===== src/rtl/sb_cfg_loader.sv =====
// Daisy-chained configuration loader: forwards the frame stream one cycle late,
// captures a matching payload into a shadow register and applies it on commit.
module sb_cfg_loader #(
  parameter int unsigned CFG_SIZE = 128,
  parameter int unsigned ID_WIDTH = 3,
  parameter int unsigned ID       = 7,
  parameter int unsigned LANES    = 1
) (
  input  logic                clk,
  input  logic                crst_n,
  input  logic                cfg_in_start,
  input  logic [LANES-1:0]    cfg_bit_in,
  input  logic                cfg_commit,
  output logic                cfg_out_start,
  output logic [LANES-1:0]    cfg_bit_out,
  output logic [CFG_SIZE-1:0] cfg_value,
  output logic                cfg_pending,
  output logic                cfg_busy
);

  localparam int unsigned HDR_BEATS = ID_WIDTH / LANES;
  localparam int unsigned PAY_BEATS = CFG_SIZE / LANES;
  localparam int unsigned MAX_BEATS = (HDR_BEATS > PAY_BEATS) ? HDR_BEATS : PAY_BEATS;
  localparam int unsigned CNT_W     = (MAX_BEATS > 1) ? $clog2(MAX_BEATS) : 1;

  localparam logic [CNT_W-1:0]    HDR_LAST = CNT_W'(HDR_BEATS - 1);
  localparam logic [CNT_W-1:0]    PAY_LAST = CNT_W'(PAY_BEATS - 1);
  localparam logic [ID_WIDTH-1:0] ID_VEC   = ID_WIDTH'(ID);

  typedef enum logic [1:0] {
    ST_IDLE = 2'd0,
    ST_HDR  = 2'd1,
    ST_LOAD = 2'd2,
    ST_SKIP = 2'd3
  } state_e;

  state_e              state_q, state_d;
  logic [CNT_W-1:0]    cnt_q, cnt_d;
  logic                match_q, match_d;
  logic [CFG_SIZE-1:0] shadow_q, shadow_d;
  logic [CFG_SIZE-1:0] value_q, value_d;
  logic                pending_q, pending_d;
  logic                busy_q, busy_d;
  logic                out_start_q;
  logic [LANES-1:0]    bit_out_q;

  logic [LANES-1:0]    id_beat;
  logic                hdr_match;
  logic [CFG_SIZE-1:0] shadow_next;

  // Header is checked beat by beat against the matching slice of ID.
  assign id_beat   = LANES'(ID_VEC >> (32'(cnt_q) * LANES));
  assign hdr_match = (cfg_bit_in == id_beat) && ((cnt_q == '0) || match_q);

  // New beat enters at the top so the first beat ends up in the LSBs.
  if (CFG_SIZE > LANES) begin : g_shift
    assign shadow_next = {cfg_bit_in, shadow_q[CFG_SIZE-1:LANES]};
  end else begin : g_single
    assign shadow_next = cfg_bit_in;
  end

  always_comb begin
    state_d   = state_q;
    cnt_d     = cnt_q;
    match_d   = match_q;
    shadow_d  = shadow_q;
    value_d   = value_q;
    pending_d = pending_q;

    if (cfg_commit && pending_q && (state_q != ST_LOAD)) begin
      value_d   = shadow_q;
      pending_d = 1'b0;
    end

    if (cfg_in_start) begin
      state_d = ST_HDR;
      cnt_d   = '0;
    end else begin
      case (state_q)
        ST_HDR: begin
          match_d = hdr_match;
          if (cnt_q == HDR_LAST) begin
            cnt_d   = '0;
            state_d = hdr_match ? ST_LOAD : ST_SKIP;
          end else begin
            cnt_d = cnt_q + 1'b1;
          end
        end
        ST_LOAD: begin
          shadow_d = shadow_next;
          if (cnt_q == '0) begin
            pending_d = 1'b0;
          end
          if (cnt_q == PAY_LAST) begin
            cnt_d     = '0;
            state_d   = ST_IDLE;
            pending_d = 1'b1;
          end else begin
            cnt_d = cnt_q + 1'b1;
          end
        end
        ST_SKIP: begin
          if (cnt_q == PAY_LAST) begin
            cnt_d   = '0;
            state_d = ST_IDLE;
          end else begin
            cnt_d = cnt_q + 1'b1;
          end
        end
        default: ;
      endcase
    end

    busy_d = (state_d != ST_IDLE);
  end

  always_ff @(posedge clk or negedge crst_n) begin
    if (!crst_n) begin
      state_q     <= ST_IDLE;
      cnt_q       <= '0;
      match_q     <= 1'b0;
      shadow_q    <= '0;
      value_q     <= '0;
      pending_q   <= 1'b0;
      busy_q      <= 1'b0;
      out_start_q <= 1'b0;
      bit_out_q   <= '0;
    end else begin
      state_q     <= state_d;
      cnt_q       <= cnt_d;
      match_q     <= match_d;
      shadow_q    <= shadow_d;
      value_q     <= value_d;
      pending_q   <= pending_d;
      busy_q      <= busy_d;
      out_start_q <= cfg_in_start;
      bit_out_q   <= cfg_bit_in;
    end
  end

  assign cfg_out_start = out_start_q;
  assign cfg_bit_out   = bit_out_q;
  assign cfg_value     = value_q;
  assign cfg_pending   = pending_q;
  assign cfg_busy      = busy_q;

endmodule

===== config.mk =====
export PLATFORM = sky130hd
export DESIGN_NAME = sb_cfg_loader
export DESIGN_NICKNAME = d
export VERILOG_FILES = /design/src/rtl/sb_cfg_loader.sv
export SDC_FILE = /design/constraint.sdc
export NUM_CORES = 1
export LEC_CHECK = 0
export CAP_MARGIN = 20
export CELL_PAD_IN_SITES_DETAIL_PLACEMENT = 1
export CELL_PAD_IN_SITES_GLOBAL_PLACEMENT = 1
export CORE_MARGIN = 5
export CORE_UTILIZATION = 50
export CTS_BUF_LIST = sky130_fd_sc_hd__clkbuf_16
export CTS_CLUSTER_DIAMETER = 40
export DETAILED_ROUTE_END_ITERATION = 10
export PLACE_DENSITY = 0.94
export RECOVER_POWER = 50
export SETUP_SLACK_MARGIN = 0.5
export SYNTH_ARGS = -nofsm -noshare
export SYNTH_HDL_FRONTEND = slang
export SYNTH_SLANG_ARGS = --single-unit

===== constraint.sdc =====
create_clock -name clk -period 4.4 [get_ports clk]
set_input_delay 0.88 -clock clk [delete_from_list [all_inputs] [get_ports clk]]
set_output_delay 0.88 -clock clk [all_outputs]
set_load 0.01 [all_outputs]

# [Word-level counts from Yosys, hierarchy flattened]
# Index checks and enable logic that the tools add are counted.
# W data, S select, Z words.
[op_classes] addsub=1 n_eq_ne=7 shifts=1 mux=14 n_bitwise=1 n_reduce_logical=10
[op_table] cell="$mux W7" count=3
[op_table] cell="$pmux W7 S2" count=1
[op_table] cell="$add A7 B1 Y7 const B" count=1
[op_table] cell="$eq A7 B2 Y1 const B" count=1
[op_table] cell="$eq A7 B7 Y1 const B" count=1
[op_table] cell="$logic_not A7 Y1" count=1
[op_table] cell="$shr A3 B7 Y1 const A" count=1
[op_table] cell="$mux W1" count=6
[op_table] cell="$mux W2" count=3
[op_table] cell="$eq A2 B2 Y1 const B" count=2
[op_table] cell="$pmux W2 S2" count=1
[op_table] cell="$reduce_and A2 Y1" count=2
[op_table] cell="$logic_and A1 B1 Y1" count=3
[op_table] cell="$reduce_bool A3 Y1" count=1
[op_table] cell="$eq A2 B1 Y1 const B" count=1
[op_table] cell="$ne A2 B2 Y1 const B" count=1
[op_table] cell="$reduce_bool A2 Y1" count=1
[op_table] cell="$reduce_or A2 Y1" count=1
[op_table] cell="$eq A1 B1 Y1" count=1
[op_table] cell="$logic_or A1 B1 Y1" count=1
[op_table] cell="$not A1 Y1" count=1
[totals] ff_bits=270 in_bits=5 out_inout_bits=132

# [Longest topological paths before layout]
# Gate-level depths: netlist of the first run.
[depth] ltp_word=8 mapped_depth=7 mapped_depth_nobuf=5

# [Worst setup path before layout of the first run]
# Ideal clock, no wire load.
[synth_path] path_kind="input port to flip-flop" from="input port cfg_in_start" to="register cnt_q[5]" setup_time_ns=0.121 arrival_time_ns=1.819 required_time_ns=4.279 setup_slack_ns=2.461 path_stages=6 path_buffers=2 path_cell_list="buf_2 or3_1 clkbuf_1 nand4_1 xor2_1 nor2_1"
[synth_via] elab_chain_len=1
[synth_rtl] element="start, declared" line="11" text="input logic cfg_in_start,"
[synth_rtl] element="$reduce_bool A3 Y1 (no source line) or $mux W7 (tied branches)"
[synth_rtl] element="end signal, assigned" line="130" text="cnt_q <= cnt_d;"
[synth_rtl] element="end, declared" line="38" text="logic [CNT_W-1:0] cnt_q, cnt_d;"
# Several ways; a longest one is shown, not always the timed one.
# A chain may end at the register's enable or synchronous reset.

# [Worst setup path in the final report of the first run]
[layout_path] from="input port cfg_commit" to="register value_q[10], in the netlist cfg_value[10]"
[layout_via] elab_chain_len=2
[layout_rtl] element="start, declared" line="13" text="input logic cfg_commit,"
[layout_rtl] element="$logic_and A1 B1 Y1 (2 in a row)" line="70" text="if (cfg_commit && pending_q && (state_q != ST_LOAD)) begin"
[layout_rtl] element="end signal, assigned" line="133" text="value_q <= value_d;"
[layout_rtl] element="end, declared" line="41" text="logic [CFG_SIZE-1:0] value_q, value_d;"
# No other way between the ends.

==> impl_metrics.json, run 1 <==
{
  "cts_resized": 0,
  "setup_viol_count_final": 0,
  "internal_power_component_mw": 4.37,
  "floorplan.core_area_mm2": 0.0211,
  "crit_family": "buffers and inverters",
  "die-area_mm2": 0.0246,
  "cap_violations": 4,
  "failed_checks": "max-capacitance violations, max-slew violations",
  "drtAntennaViolNets": 0,
  "final.setup_skew_ps": 15.0,
  "globalplace.congestion": 0.772,
  "startpoint": "cfg_commit",
  "power.switching_fraction_pct": 21.9,
  "dr.max_layer_used": "met4",
  "layout_worst_path_cycle_share_pct": 74.3,
  "finalMaxSlewViolations": 193,
  "drt-vias-per-instance": 5.29,
  "syn-instance-count": 619,
  "insertedDiodeCount": 0,
  "vias": 5618,
  "numCtsBuffers": 34,
  "total_leakage_power_nw": 6.45,
  "cts_hold_buf": 0,
  "syn_area_mm2": 0.0108,
  "met2RoutedLength_um": 11800,
  "yosysMostFrequentCell": "dfrtp_1",
  "fmax_mhz": 306,
  "worst-endpoint-arrival_ps": 3630,
  "rows": 53,
  "floorplan.io_pins": 137,
  "die_x_um": 157,
  "run_status": "complete, but fails checks",
  "floorplan.die.height_um": 157,
  "yosysUniqueCellTypes": 35,
  "multiInputGateArea_mm2": 0.00347,
  "clock-sinks": 270,
  "synth_sequential_area_ratio_pct": 62.7,
  "grt_use_total_pct": 19.0,
  "route.final.wire_length_um": 22900,
  "r2r_setup_slack_ps": 1230,
  "synth.net_count": 627,
  "numPortBuffers": 136,
  "grt_pass1_wl_um": 37500,
  "rr_startpoint": "state_q[0]",
  "regArea_mm2": 0.00676,
  "fillCellCount": 1897,
  "power.switching_mw": 1.23,
  "clockBufferDepth": 3,
  "worstPathCellList": "clkdlybuf4s50_1 -> and3_4 -> clkbuf_2 -> mux2_2",
  "hold_viol_final": 0,
  "yosysTopAreaCell": "dfrtp_1",
  "postSynthAreaPerCell_um2": 17.4,
  "timing.setup.tns_ps": 0,
  "power_per_cell_area_mw_per_mm2": 426,
  "yosysTopAreaCellShare_pct": 62.7,
  "wl_met3_um": 1060,
  "timing.critical_path.required_ps": 4760,
  "ys_seq_elements": 270,
  "fin_nets": 774,
  "area_growth_pct": 22.2,
  "critical_path_class": "input port to register",
  "irDropWorstVdd_mv": 0.271,
  "power.share.sequential_pct": 45.6,
  "clk_latency_ps": 490,
  "post-route-drc-count": 0,
  "initial_utilization_pct": 51.1,
  "dr.first_iter.drc_count": 197,
  "maxSlewHeadroom_pct": -52.9,
  "clk_pin_slew_ps": 60,
  "critical_path.max_stage_delay_ps": 1610,
  "layout-drive-gt1-share_pct": 32.9,
  "overflow_after_grt": 0,
  "netlist_top_cells_area": "dfrtp_1 63%, mux2_2 15%, mux2_4 15%",
  "wirelength_met1_um": 9680,
  "first_global_vias": 6476,
  "number_of_enable_type_register_cells_in_the_synthesized_netlist": 0,
  "grt_antenna_before_repair": 0,
  "comb_power_share_pct": 4.8,
  "power_frac_clock_pct": 49.5,
  "timing.critical_path.fanout_max": 70,
  "setup.worst_path.start_class": "input port",
  "cp.buffers_inverters": 2,
  "ctsHtreeMaxLevel": 2,
  "route.detailed.wl_per_inst_um": 21.5,
  "ys_async_rst_share_pct": 100,
  "holdCritPathClass": "input port to async pin",
  "timing.reg2reg.worst_path_depth": 4,
  "synth-main-ff-cell": "dfrtp_1",
  "finalCriticalPeriod_ps": 3270,
  "tightestPinTransition_ps": 2290,
  "critical_path.endpoint_type": "register",
  "rr_endpoint": "cfg_value[10]",
  "hold-worst-slack_ps": 476,
  "synth_common_cells": "270 x dfrtp_1, 147 x mux2_2, 109 x mux2_4, 24 x buf_6",
  "clock_tree_from_tritoncts": "done",
  "sum_of_net_half_perimeters_after_detailed_placement_um": 14400,
  "grt_start_max_net_pins": 130,
  "critical-path-slowest-cell": "clkbuf_2",
  "cts_post_setup_buffers_inserted": 0,
  "drt-pass1-iter-count": 4,
  "setup_repair_after_global_routing_missed_its_margin": "no",
  "ys.warnings.count": 0,
  "root_buffer": "clkbuf_16"
}
-- metrics by stage --
| stage | std cells | utilization [%] | worst slack, ps | total power, mW | instance area [um2] |
|---|---|---|---|---|---|
| after floorplan | 619 | - | 2460 | 2.77 | 10800 |
| after global placement | 1005 | 58.2 | 1410 | 2.85 | 12300 |
| after detailed placement | 1005 | 58.2 | 1300 | 2.88 | 12300 |
| after CTS | 1063 | 63.6 | 1790 | 5.68 | 13400 |
| after global routing | 1063 | 62.4 | 987 | 5.83 | 13200 |
| final | 1063 | 62.4 | 1130 | 5.60 | 13200 |
-- flip-flops by register name (all words and copies together) (netlist names) --
register and flops:
cfg_bit_out 1, cfg_pending 1, shadow_q 128, cfg_value 128, cfg_out_start 1, cfg_busy 1, cnt_q 7, state_q 2
match_q 1
-- metal layers --
metal	global-route usage, %	vias to the layer above
met5	0	-
met4	4.59	0
met3	3.95	32
met2	33.3	138
met1	24.5	2957
li1	-	2491
-- placed cells by master, fill, tap and decap left out, types with 2 or more instances in the layout --
master	n
dfrtp_1	270
mux2_2	147
clkdlybuf4s50_1	133
mux2_1	58
mux2_4	51
clkbuf_16	37
nor2_1	9
nand2_1	9
inv_1	6
clkinv_1	5
nand4_1	4
xor2_1	4
bufinv_16	4
nand3_1	3
ha_1	3
clkinvlp_4	3
and3_1	2
and2_1	2
nor3_1	2
o31ai_1	2
or3_1	2
clkinv_4	2
clkinv_2	2
inv_6	2
dlygate4sd3_1	2
clkbuf_2	2
buf_12	2
clkbuf_1	2
-- cells by family (layout without fill, tap and decap cells) --
logic type	count (synthesis)	count (layout)	synth area share (%)
muxes	257	257	30.7
DFF	270	270	62.7
buffers and inverters	35	204	3.07
adders and majority gates	3	3	0.349
xor gates and xnor gates	4	4	0.325
AOI/OAI and AO/OA	11	11	0.779
and+or+nand+nor	39	39	2.07
-- power groups by stage --
| stage | sequential [mW] | combinational, mW | clock (mW) |
|---|---|---|---|
| floorplan | 2.58 | 0.195 | 0 |
| global placement | 2.59 | 0.258 | 0 |
| detailed placement | 2.60 | 0.282 | 0 |
| CTS | 2.56 | 0.286 | 2.84 |
| global route | 2.56 | 0.299 | 2.97 |
| finish | 2.56 | 0.271 | 2.77 |
-- layout make-up --
type                    instances  share of cell area [%]
clock buffers                  37                    7.04
clock inverters                21                    1.65
inverters                       3                  0.0856
well taps                     275                    2.62
flip-flops and latches        270                    51.4
repair buffers                143                    10.9
multi-input cells             314                    26.4
-- worst max-delay path by stage --
stage | endpoint | slack [ps] | depth (start not counted)
5_1_grt | cfg_value[10] | 990 | 4
3_5_place_dp | shadow_q[31] | 1300 | 4
3_3_place_gp | shadow_q[30] | 1410 | 4
6_report | cfg_value[10] | 1130 | 4
4_1_cts | shadow_q[19] | 1790 | 4
2_1_floorplan | cnt_q[5] | 2460 | 6
Power figures use the tool's default switching activity.
==> run 2, diff against run 1 <==
Settings changed: CORE_UTILIZATION 50 to 47, PLACE_DENSITY 0.94 to 0.9.
Clock period 4.4 ns to 3.2 ns, I/O delays scaled along.
==> run 2 against run 1 <==
Net effect:
- utilization down 2.9 points
- via count rose by 0.91%
- die area up 6.0%
- total power up 42%
- sequential power increased by 37%
- global-route usage shrank 1.0 points
- largest power group unchanged
- highest routed layer unchanged
- setup slack worse by 470 ps
- the run still ends with max-capacitance violations, max-slew violations left
- first-iteration DRC count is 18% higher
- critical path depth did not move
- worst hold slack improved by 14 ps
- routed wire length increased by 0.42%
==> impl_metrics.json, run 2 (synthesis gave the netlist of run 1 again) <==
{
  "holdCritPathClass": "register to register",
  "layout_worst_path_cycle_share_pct": 79.5,
  "failed_checks": "max-capacitance violations, max-slew violations",
  "r2r_setup_slack_ps": 1000,
  "clk_latency_ps": 520,
  "grt_use_total_pct": 18.0,
  "first_global_vias": 6632,
  "initial_utilization_pct": 47.7,
  "fillCellCount": 2040,
  "rows": 55,
  "min_delay_path_depth": 1,
  "insertedDiodeCount": 0,
  "floorplan.die.height_um": 161,
  "cts_resized": 0,
  "setup.worst_path.start_class": "input port",
  "drtAntennaViolNets": 0,
  "numCtsBuffers": 38,
  "layout.cells.most_common_list": "270 x dfrtp_1, 147 x mux2_2, 133 x clkdlybuf4s50_1",
  "cts_post_setup_buffers_inserted": 0,
  "area_growth_pct": 24.8,
  "met2_usage_pct": 31.3,
  "route.detailed.wl_per_inst_um": 21.2,
  "drt-pass1-iter-count": 4,
  "critical_path.endpoint_type": "register",
  "numPortBuffers": 136,
  "clk_pin_slew_ps": 50,
  "rr_endpoint": "shadow_q[59]",
  "root_buffer": "clkbuf_16",
  "clock-sinks": 270,
  "finalMaxSlewViolations": 85,
  "grt_start_max_net_pins": 88,
  "drt-vias-per-instance": 5.22,
  "route.final.wire_length_um": 23000,
  "sum_of_net_half_perimeters_after_detailed_placement_um": 14200,
  "ctsHtreeMaxLevel": 2,
  "timing.critical_path.fanout_max": 75,
  "rr_startpoint": "state_q[1]",
  "timing.setup.tns_ps": 0,
  "timing.reg2reg.worst_path_depth": 3,
  "finalCriticalPeriod_ps": 2540,
  "clock_tree_from_tritoncts": "done",
  "critical_path_class": "input port to register",
  "setup_viol_count_final": 0,
  "globalplace.congestion": 0.746,
  "tightestPinTransition_ps": 2240,
  "grt_antenna_before_repair": 0,
  "setup_repair_after_global_routing_missed_its_margin": "no",
  "cts_hold_buf": 0,
  "worst-endpoint-arrival_ps": 2930,
  "final.setup_skew_ps": 19.9,
  "hold-worst-slack_ps": 489,
  "total_leakage_power_nw": 6.53,
  "floorplan.core_area_mm2": 0.0226,
  "overflow_after_grt": 0,
  "grt_pass1_wl_um": 38000,
  "mostFrequentLayoutCell": "dfrtp_1",
  "power_per_cell_area_mw_per_mm2": 593,
  "vias": 5669,
  "dr.first_iter.drc_count": 233,
  "cap_violations": 1,
  "fmax_mhz": 393,
  "run_status": "complete, but fails checks",
  "met3_usage_pct": 3.90,
  "irDropWorstVdd_mv": 0.372,
  "min_delay_worst_endpoint": "cfg_value[116]",
  "hold_viol_final": 0,
  "clockBufferDepth": 3,
  "fin_nets": 779,
  "timing.critical_path.required_ps": 3580,
  "maxSlewHeadroom_pct": -49.3,
  "grt-busiest-layer": "met2",
  "layout-drive-gt1-share_pct": 37.5,
  "post-route-drc-count": 0,
  "die-area_mm2": 0.0260,
  "hold_path_startpoint": "cfg_value[116]",
  "die_x_um": 161,
  "floorplan.io_pins": 137,
  "grt_util_met1_pct": 23.1,
  "utilization_pct": 59.5
}
run 2: how the worst max path moves through the flow:
stage	from	to	slack [ps]	cells past startpoint
after floorplan	cfg_in_start	cnt_q[5]	1500	6
after global placement	cfg_in_start	shadow_q[35]	660	4
after detailed placement	cfg_in_start	shadow_q[47]	570	4
after CTS	cfg_value[100]	cfg_value[100]	1040	1
after global routing	crst_n	shadow_q[97]	600	2
final	cfg_in_start	shadow_q[59]	660	4
run 2: critical path, stage by stage:
cell and delay [ps]:
dlygate4sd3_1 700, nor3b_1 680, buf_12 390, mux2_2 410
run 2: cell type report:
cell class                      count  area [um2]  area share [%]
Inverter                            3        11.3          0.0838
Multi-Input combinational cell    314        3570            26.6
Clock inverter                     31         289            2.15
Clock buffer                       38         951            7.08
Timing Repair Buffer              144        1500            11.2
Tap cell                          285         357            2.65
Sequential cell                   270        6760            50.3
run 2: metrics by stage:
| step | power, mW | instance area, um2 | std cells | setup WS (ps) |
|---|---|---|---|---|
| 2_1_floorplan | 3.82 | 10800 | 619 | 1500 |
| 3_3_place_gp | 3.93 | 12300 | 1016 | 656 |
| 3_5_place_dp | 3.96 | 12300 | 1016 | 568 |
| 4_1_cts | 8.08 | 13600 | 1085 | 1040 |
| 5_1_grt | 8.28 | 13400 | 1085 | 597 |
| 6_report | 7.97 | 13400 | 1085 | 655 |
run 2: power breakdown:
| group | internal [mW] | switching, mW |
|---|---|---|
| combinational | 0.151 | 0.229 |
| sequential | 3.46 | 0.0549 |
| clock | 2.51 | 1.56 |
| total | 6.12 | 1.85 |
run 2: layer usage:
layer  routed length [um]  vias up
li1                     -     2514
met1                 9770     2981
met2                11800      134
met3                  909       40
met4                  495        0
met5                    0        -
